--- config.mk ---
export PLATFORM = sky130hd
export DESIGN_NAME = mem_arbiter
export DESIGN_NICKNAME = d
export VERILOG_FILES = /design/src/rtl/mem_arbiter.sv
export SDC_FILE = /design/constraint.sdc
export NUM_CORES = 1
export LEC_CHECK = 0
export CORE_MARGIN = 2
export CORE_UTILIZATION = 30
export CTS_CLUSTER_SIZE = 40
export DETAILED_ROUTE_END_ITERATION = 10
export GPL_TIMING_DRIVEN = 0
export SYNTH_ARGS = -nofsm -noshare
export SYNTH_HDL_FRONTEND = slang
export SYNTH_SLANG_ARGS = --single-unit
--- constraint.sdc ---
create_clock -name clk -period 2.35 [get_ports clk]
set_input_delay 0.235 -clock clk [delete_from_list [all_inputs] [get_ports clk]]
set_output_delay 0.235 -clock clk [all_outputs]
set_load 0.005 [all_outputs]
--- src/rtl/mem_arbiter.sv ---
// Shared memory port arbiter: instruction fetch vs load/store,
// data priority with bounded fetch starvation and an ack watchdog.
module mem_arbiter #(
  parameter int WIDTH   = 32,
  parameter int LS_MAX  = 4,
  parameter int TIMEOUT = 16
) (
  input  logic             clk,
  input  logic             rst,
  input  logic             if_req,
  input  logic [WIDTH-1:0] if_addr,
  output logic             if_gnt,
  output logic             if_rvalid,
  output logic [WIDTH-1:0] if_rdata,
  input  logic             ls_req,
  input  logic             ls_we,
  input  logic [WIDTH-1:0] ls_addr,
  input  logic [WIDTH-1:0] ls_wdata,
  input  logic [3:0]       ls_be,
  output logic             ls_gnt,
  output logic             ls_rvalid,
  output logic [WIDTH-1:0] ls_rdata,
  output logic             err,
  output logic             mem_req,
  output logic             mem_we,
  output logic [WIDTH-1:0] mem_addr,
  output logic [WIDTH-1:0] mem_wdata,
  output logic [3:0]       mem_be,
  input  logic             mem_ack,
  input  logic [WIDTH-1:0] mem_rdata,
  output logic             busy
);

  localparam int CW = (LS_MAX < 1) ? 1 : $clog2(LS_MAX + 1);
  localparam int WW = $clog2(TIMEOUT + 2);

  typedef enum logic [1:0] {
    IDLE,
    BUSY_IF,
    BUSY_LS
  } state_t;

  state_t          state;
  logic [CW-1:0]   ls_cnt;
  logic [WW-1:0]   wait_cnt;
  logic            idle;
  logic            starve;
  logic            ls_max;
  logic            timeout_hit;

  assign idle   = (state == IDLE);
  assign busy   = !idle;
  assign ls_max = (ls_cnt == CW'(LS_MAX));
  assign starve = ls_max && if_req;
  assign ls_gnt = rst && idle && ls_req && !starve;
  assign if_gnt = rst && idle && if_req && !ls_gnt;

  assign timeout_hit = (TIMEOUT != 0) && !mem_ack &&
                       (wait_cnt == WW'(TIMEOUT - 1));

  always_ff @(posedge clk) begin
    if (!rst) begin
      state     <= IDLE;
      ls_cnt    <= '0;
      wait_cnt  <= '0;
      mem_req   <= 1'b0;
      mem_we    <= 1'b0;
      mem_addr  <= '0;
      mem_wdata <= '0;
      mem_be    <= 4'h0;
      if_rvalid <= 1'b0;
      ls_rvalid <= 1'b0;
      if_rdata  <= '0;
      ls_rdata  <= '0;
      err       <= 1'b0;
    end else begin
      if_rvalid <= 1'b0;
      ls_rvalid <= 1'b0;
      err       <= 1'b0;

      if (!if_req || if_gnt)
        ls_cnt <= '0;
      else if (ls_gnt && !ls_max)
        ls_cnt <= ls_cnt + 1'b1;

      unique case (state)
        IDLE: begin
          unique case (1'b1)
            ls_gnt: begin
              state     <= BUSY_LS;
              mem_req   <= 1'b1;
              mem_we    <= ls_we;
              mem_addr  <= ls_addr;
              mem_wdata <= ls_wdata;
              mem_be    <= ls_be;
              wait_cnt  <= '0;
            end
            if_gnt: begin
              state     <= BUSY_IF;
              mem_req   <= 1'b1;
              mem_we    <= 1'b0;
              mem_addr  <= if_addr;
              mem_wdata <= '0;
              mem_be    <= 4'hF;
              wait_cnt  <= '0;
            end
            default: ;
          endcase
        end
        BUSY_IF, BUSY_LS: begin
          if (mem_ack || timeout_hit) begin
            state   <= IDLE;
            mem_req <= 1'b0;
            err     <= !mem_ack;
            if (state == BUSY_IF) begin
              if_rvalid <= 1'b1;
              if_rdata  <= mem_ack ? mem_rdata : '0;
            end else begin
              ls_rvalid <= 1'b1;
              ls_rdata  <= mem_ack ? mem_rdata : '0;
            end
          end else begin
            wait_cnt <= wait_cnt + 1'b1;
          end
        end
        default: state <= IDLE;
      endcase
    end
  end

endmodule
* Yosys cells after proc, flatten, opt, wreduce, memory -nomap -nowiden
Index checks and enable logic that the tools add are counted.
** Cells by class
- $add $sub $neg :: 2
- Equality and inequality tests :: 8
- Mux-type cells :: 16
- Bitwise gates (word level) :: 2
- Reductions and logical operators :: 29
** Operators by type and width (count)
- one-hot mux 32 bit (2 select lines) :: 2
- 2-to-1 mux 32 bit :: 1
- AND reduction 3 bit :: 5
- 2-to-1 mux 5 bit :: 2
- one-hot mux 5 bit (2 select lines) :: 1
- logical AND 1 bit :: 8
- one-hot mux 2 bit (2 select lines) :: 2
- one-hot mux 4 bit (2 select lines) :: 1
- zero test 1 bit :: 6
- inequality test 2 bit, second input constant :: 3
- OR reduction 2 bit :: 3
- adder 5 x 1 -> 5 bit, second input constant :: 1
- == test 5 x 4 -> 1 bit, second input constant :: 1
- 2-to-1 mux 1 bit :: 4
- one-hot mux 1 bit (2 select lines) :: 2
- AND reduction 2 bit :: 2
- nonzero test 2 bit :: 2
- adder 3 x 1 -> 3 bit, second input constant :: 1
- == test 3 bit, second input constant :: 1
- inequality test 3 bit, second input constant :: 1
- == test 2 x 1 -> 1 bit, second input constant :: 1
- == test 2 bit, second input constant :: 1
- zero test 2 bit :: 1
- logical OR 1 bit :: 2
- 2 further kinds :: 3
** Word-level totals
- Register bits after elaboration :: 147
- Input bits :: 138
- Output and inout port bits :: 140
- Logic and storage cells :: 70

* Depth between registers and ports, before layout
Gate-level depths: netlist of run 1.
- Depth after elaboration :: 9
- Gate-level depth with buffers :: 9
- Gate-level depth less buffers :: 7

* Worst setup path before layout of run 1
No wires, ideal clock.
- Path type :: register to register
- Start :: register wait_cnt[0]
- End :: register ls_rdata[11]
- Setup time :: 76 ps
- Arrival time :: 1731 ps
- Required time :: 2274 ps
- Path slack :: 543 ps
- Cell stages (with the launch flop) :: 9
- Buffers on the path :: 1
- Period minus slack after synthesis :: 1807 ps
- Cells stage by stage :: dfxtp_1 ha_1 and3_1 ha_1 o21a_1 nand2b_1 clkbuf_1 nand2_1 a21boi_0
** On the way
- Cells in the longest elaborated chain, start to end :: 4
** Ends and longest elaborated chain
- start: declaration :: RTL line 45 : logic [WW-1:0] wait_cnt;
- start signal: assignment :: RTL line 123 : wait_cnt <= wait_cnt + 1'b1;
- == test 5 x 4 -> 1 bit :: RTL line 59 : (wait_cnt == WW'(TIMEOUT - 1));
- logical AND 1 bit :: RTL line 58 : assign timeout_hit = (TIMEOUT != 0) && !mem_ack &&
- logical OR 1 bit :: RTL line 111 : if (mem_ack || timeout_hit) begin
- AND reduction 3 bit (no source line)
- end signal: assignment :: RTL line 120 : ls_rdata <= mem_ack ? mem_rdata : '0;
- end: declaration :: RTL line 22 : output logic [WIDTH-1:0] ls_rdata,
Every way passes these cells.
A chain may end at the register's enable or synchronous reset.

* Worst setup path after layout of run 1
- Start :: register wait_cnt[0]
- End :: register if_rdata[25]
** On the way
- Cells in the longest elaborated chain, start to end :: 4
** Ends and longest elaborated chain
- == test 5 x 4 -> 1 bit :: RTL line 59
- logical AND 1 bit :: RTL line 58
- logical OR 1 bit :: RTL line 111
- AND reduction 3 bit (no source line)
- end signal: assignment :: RTL line 117 : if_rdata <= mem_ack ? mem_rdata : '0;
- end: declaration :: RTL line 14 : output logic [WIDTH-1:0] if_rdata,
Every way passes these cells.

==> flow_summary.yaml, run 1 <==
run_status:
  status: "complete, no violations"
global_routing:
  grt_use_total: 0.2081
  grt_max_degree: 20
  first_global_vias: 5452
  antenna_found_initial: 1
  gr-total-overflow: 0
  grt_pass1_wl_mm: 32.18
clocking:
  cts_sinks: 147
  clock_path_buffers: 2
  cts_hold_buf: 0
  insertion_delay_ps: 420
  cts.clk_slew.worst_paths_ps: 70
  cts_buffers: 17
  htreeDepth: 4
  cts_tree: "yes"
  cts-root-buf: "clkbuf_16"
pwr:
  power_density_nw_per_um2: 698.0
  switching_power_mw: 1.701
  switching_share: 0.2547
  sequentialPowerShare: 0.403
  clockPowerShare: 0.425
  combPwrFrac: 0.172
  ir_drop_uv: 467.0
  total_power_mw: 6.677
  p_leak_nw: 3.355
  p_int_mw: 4.976
placement:
  gp_congestion: 0.7987
  post-place-ws_ps: -153.1
  io_buffers: 277
  dp_hpwl_mm: 16.13
synth:
  synth_top_area_cell: "dfxtp_1"
  syn_area_um2: 5794
  synth-seq-cells: 147
  ys.flop_type: "dfxtp_1"
  async_reset_ff_frac: 0
  synth.area.top_cells: "dfxtp_1 51%, a21boi_1 10%, a22oi_1 7.3%"
  synth_top_area_share: 0.5079
  synth_fp_nets: 790
  synth-edff-count: 0
  yosysMostFrequentCell: "dfxtp_1"
  synth-seq-area-share: 0.5079
  synthTopCellsByCount: "147 x dfxtp_1, 99 x nand2_1, 77 x a21boi_1, 73 x nand3_1, 56 x a22oi_1"
  yosysUniqueCellTypes: 38
  avgSynthCellArea_um2: 8.970
  yosys_warnings: 0
  syn-instance-count: 646
critical_path:
  path_class: "register to register"
  cp_max_fo: 10
  crit_buf_inv: 1
  reg2reg_depth: 8
  slowest_stage: "buf_1"
  critPathMaxStageDelay_ps: 440
  crit_path_cell_trace: "ha_1, and3_1, ha_1, o21a_1, nand2_1, buf_1, nand2_1, a21boi_1"
  worstReg2RegStart: "wait_cnt[0]"
  start_kind: "register"
  worst_ep_arrival_time_ps: 2540
  critPathTopFamily: "simple AND/OR/NAND/NOR gates"
  reg2reg_to: "if_rdata[25]"
  critPathRequiredTime_ps: 2710
  crit_path_end_kind: "register"
  r2r_slack_ps: 170
detailed_routing:
  wl_per_cell_um: 17.51
  ant_nets: 0
  vias_per_cell: 4.744
  first_pass_iters: 4
  wl_mm: 21.31
  first_iter_violations: 366
  drc: 0
  num_vias: 5773
job:
  cap_violations: 0
min_path:
  min_to: "mem_addr[3]"
  hp-class: "primary input to register"
  whs_path_depth: 3
  worstHoldStart: "ls_addr[3]"
final_layout:
  area_delta_synth_final_pct: 65.08
  drive_above_1_share: 0.07113
  nets: 1087
floorplan:
  start_util: 0.3077
  fp.dieW_um: 143.0
  pin_count: 278
  core_um2: 18830
  num_rows: 50
  die_h_um: 143.0
  die-area_um2: 20440
sta:
  fin_ws_ps: 166.2
  min_period_ps: 2184
  fmax_mhz: 457.9
  relSlewSlack: 0.5293
  setup-violations-final: 0
  rsz0062_at_grt: "yes"
  finClkSkew_ps: 10.66
  finalHoldViolations: 0
  max_slew.worst_pin.slew_ps: 688.3
  period_share: 0.9293
  drv_slew: 0
-- flip-flops by register name (all words and copies together) (netlist names) --
name and flops:
if_rdata 32, ls_rdata 32, mem_addr 32, wait_cnt 5
mem_wdata 32, err 1, ls_cnt 3, mem_we 1
mem_req 1, state 2, mem_be 4, ls_rvalid 1
if_rvalid 1
-- layout by cell type (no fill, tap or decap), types with 12 or more instances in the layout --
| cell type | instances |
|---|---|
| nor2_1 | 14 |
| nor2b_1 | 34 |
| nand2_1 | 99 |
| nor3_1 | 20 |
| clkbuf_1 | 25 |
| clkdlybuf4s50_1 | 276 |
| buf_2 | 17 |
| a21boi_1 | 77 |
| nand3_1 | 73 |
| a22oi_1 | 56 |
| dfxtp_1 | 147 |
| clkbuf_16 | 17 |
| o21ai_0 | 12 |
-- worst register-to-register path, stage by stage, from the launching register on --
cell and delay, ps:
dfxtp_1 340, ha_1 220, and3_1 190, ha_1 230
o21a_1 250, nand2_1 190, buf_1 440, nand2_1 100
a21boi_1 150
-- worst max path at each step --
stage | end | depth (start not counted) | slack, ps | start
floorplan | ls_rdata[11] | 8 | 540 | wait_cnt[0]
global placement | ls_gnt | 7 | -170 | rst
detailed placement | ls_gnt | 7 | -150 | rst
CTS | if_gnt | 6 | 7 | ls_cnt[0]
global route | if_rdata[5] | 8 | -30 | wait_cnt[0]
finish | if_rdata[25] | 8 | 170 | wait_cnt[0]
-- power by group through the flow --
stage	Clock, mW	Sequential [mW]	Combinational (mW)
final	2.84	2.69	1.15
after CTS	2.90	2.69	1.16
after detailed placement	0	2.74	1.14
after global placement	0	2.74	1.14
after global routing	3.03	2.70	1.25
after floorplan	0	2.75	0.449
-- timing repair --
item / 4_1_cts / 5_1_grt
setup buffers: 0 / 3
pin swaps: 0 / 0
gates resized for setup: 9 / 9
setup endpoints to repair: 2 / 39
-- cell families (layout without fill, tap and decap cells) --
family | count (synthesis) | after routing | share of synthesized area
flops | 147 | 147 | 0.5079
buf+inv | 64 | 374 | 0.04988
fa+ha+maj | 6 | 6 | 0.01296
simple gates | 250 | 250 | 0.2028
mux | 1 | 1 | 0.001728
xor+xnor | 1 | 1 | 0.001512
other cells | 0 | 1 | 0
compound gates | 177 | 177 | 0.2233
-- through the flow --
step           hold WS, ps  setup TNS, ps  cell area [µm²]  instances    util
5_1_grt              352.2         -226.3             9565       1217  0.5080
4_1_cts              353.4              0             9533       1213  0.5062
2_1_floorplan        369.9              0             5794        646       -
6_report             363.4              0             9565       1217  0.5080
3_5_place_dp         446.2         -170.4             8892       1183  0.4722
3_3_place_gp         440.0         -195.9             8892       1183  0.4722
-- layer usage --
layer	track usage	up-vias	routed length [µm]
met5	0	-	0
li1	-	2869	-
met4	0.06357	0	347
met1	0.2583	2711	9123
met2	0.3480	172	10390
met3	0.06170	21	1453
-- cell type report --
cell class	count	area, µm²
diodes	1	2.502
repair buffers	280	2794
well taps	260	325.3
clock inverters	13	176.4
clock buffers	19	442.9
fillers	1791	9265
inverters	9	41.29
plain buffers	53	256.5
flip-flops and latches	147	2943
multi-input cells	435	2584
Note: power is estimated with default switching activity, not from simulation.
==> inputs of run 2 (changes only) <==
- CAP_MARGIN: default -> 20
- CTS_CLUSTER_DIAMETER: default -> 40
==> results of run 2 <==
No change in the layout: final DEF, timing and power equal those of run 1.
==> inputs of run 3 (changes only) <==
- CORE_MARGIN: 2 -> default
- GPL_ROUTABILITY_DRIVEN: default -> 0
==> flow_summary.yaml, run 3 (synthesized netlist as in run 1, its figures left out) <==
run_status:
  status: "complete, no violations"
critical_path:
  reg2reg_to: "if_rdata[14]"
  r2r_slack_ps: 220
  critPathTopFamily: "buffers and inverters"
  path_class: "register to output pin"
  slowest_stage: "clkdlybuf4s50_1"
  critPathMaxStageDelay_ps: 490
  crit_path_end_kind: "output pin"
  worstReg2RegStart: "wait_cnt[0]"
  cp_max_fo: 6
  crit_path_cell_trace: "inv_1, ha_4, and2_4, nand3_4, inv_4, buf_12, clkdlybuf4s50_1"
  reg2reg_depth: 9
  start_kind: "register"
  worst_ep_arrival_time_ps: 2030
  crit_buf_inv: 4
  critPathRequiredTime_ps: 2120
sta:
  period_share: 0.9651
  finalHoldViolations: 0
  relSlewSlack: 0.5942
  setup_tns_ps: 0
  min_period_ps: 2268
  whs_ps: 353.9
  drv_slew: 0
  finClkSkew_ps: 11.22
  fin_ws_ps: 81.92
  fmax_mhz: 440.9
  max_slew.worst_pin.slew_ps: 593.3
  setup-violations-final: 0
final_layout:
  drive_above_1_share: 0.07917
  mostFrequentLayoutCell: "clkdlybuf4s50_1"
  fillers: 1830
  post-route-util: 0.5088
  stdcell_count: 1221
  nets: 1091
  final_cell_mix: "277 x clkdlybuf4s50_1, 147 x dfxtp_1, 99 x nand2_1"
  area_delta_synth_final_pct: 65.34
detailed_routing:
  first_pass_iters: 5
  wl_per_cell_um: 17.38
  first_iter_violations: 307
  num_vias: 5787
  wl_mm: 21.22
  vias_per_cell: 4.740
  drc: 0
  ant_nets: 0
floorplan:
  pin_count: 278
  die_h_um: 141.0
  start_util: 0.3077
  fp.dieW_um: 141.0
  die-area_um2: 19870
  num_rows: 50
  core_um2: 18830
placement:
  dp_cells: 1183
  io_buffers: 277
  post-place-ws_ps: -106.5
  dp_hpwl_mm: 15.80
min_path:
  whs_path_depth: 3
  min_to: "mem_addr[29]"
  hp-class: "primary input to register"
  worstHoldStart: "ls_addr[29]"
clocking:
  cts_tree: "yes"
  htreeDepth: 4
  cts_sinks: 147
  insertion_delay_ps: 420
  cts.clk_slew.worst_paths_ps: 70
  cts_buffers: 17
  clock_path_buffers: 2
  cts-root-buf: "clkbuf_16"
pwr:
  p_leak_nw: 3.372
  power_density_nw_per_um2: 693.8
  ir_drop_uv: 526.1
global_routing:
  grt_use_total: 0.2107
  gr-total-overflow: 0
  grt_max_degree: 19
  antenna_found_initial: 1
  first_global_vias: 5540
  grt_pass1_wl_mm: 31.82
job:
  cap_violations: 0
run 3: changes by cell type in the layout (fill, tap and decap cells not counted), sizes merged:
cell / delta
clkdlybuf4s50: +1
bufinv: -1
dlygate4sd2: -1
buf: +2
clkinv: -1
inv: +4
run 3: power by group:
group	switching (mW)	leakage, nW	internal, mW
Clock	1.19	0.294	1.60
Combinational	0.521	1.88	0.643
Sequential	0.0675	1.19	2.62
Total	1.78	3.37	4.87
run 3: repair_timing:
| action | in CTS | in global routing |
|---|---|---|
| endpoints found under the setup margin | 2 | 46 |
| setup buffers | 1 | 6 |
| cloned | 0 | 0 |
| pin swaps | 0 | 1 |
| hold buffers | 0 | 0 |
| resized for setup | 9 | 11 |
run 3: worst max path at each step:
stage / start / end / slack (ps) / cells after the start
after floorplan: wait_cnt[0] / ls_rdata[11] / 540 / 8
after global placement: rst / ls_gnt / -120 / 7
after detailed placement: rst / ls_gnt / -110 / 7
after CTS: state[0] / if_gnt / 30 / 6
after global routing: state[0] / ls_gnt / -2 / 7
final: state[0] / ls_gnt / 80 / 7
run 3: worst min-delay path: cells and delay by family:
kind                   cells  cell delay [ps]
AO/OA/AOI/OAI              1               50
buffers and inverters      1              400
AND/OR/NAND/NOR            1               60
run 3: area by class of cell:
cell class / count / area, µm² / share of cell area
buffer: 53 / 259.0 / 0.02703
inverter: 9 / 41.29 / 0.004310
clock inverter: 15 / 172.7 / 0.01802
sequential: 147 / 2943 / 0.3072
antenna: 1 / 2.502 / 0.0002612
multi-input combinational: 435 / 2586 / 0.2699
tap: 260 / 325.3 / 0.03396
timing repair buffer: 284 / 2825 / 0.2949
clock buffer: 17 / 425.4 / 0.04440
run 3: metrics by stage:
stage          power [mW]  cell area [µm²]
3_3_place_gp        3.876             8892
4_1_cts             6.691             9523
2_1_floorplan       3.201             5794
3_5_place_dp        3.880             8892
6_report            6.646             9580
5_1_grt             6.920             9580
run 3: per-layer routing:
metal	GRT usage	up-vias	wire, µm
li1	-	2873	-
met2	0.3634	171	10550
met5	0	-	0
met1	0.2540	2721	9188
met3	0.05469	22	1141
met4	0.07037	0	341
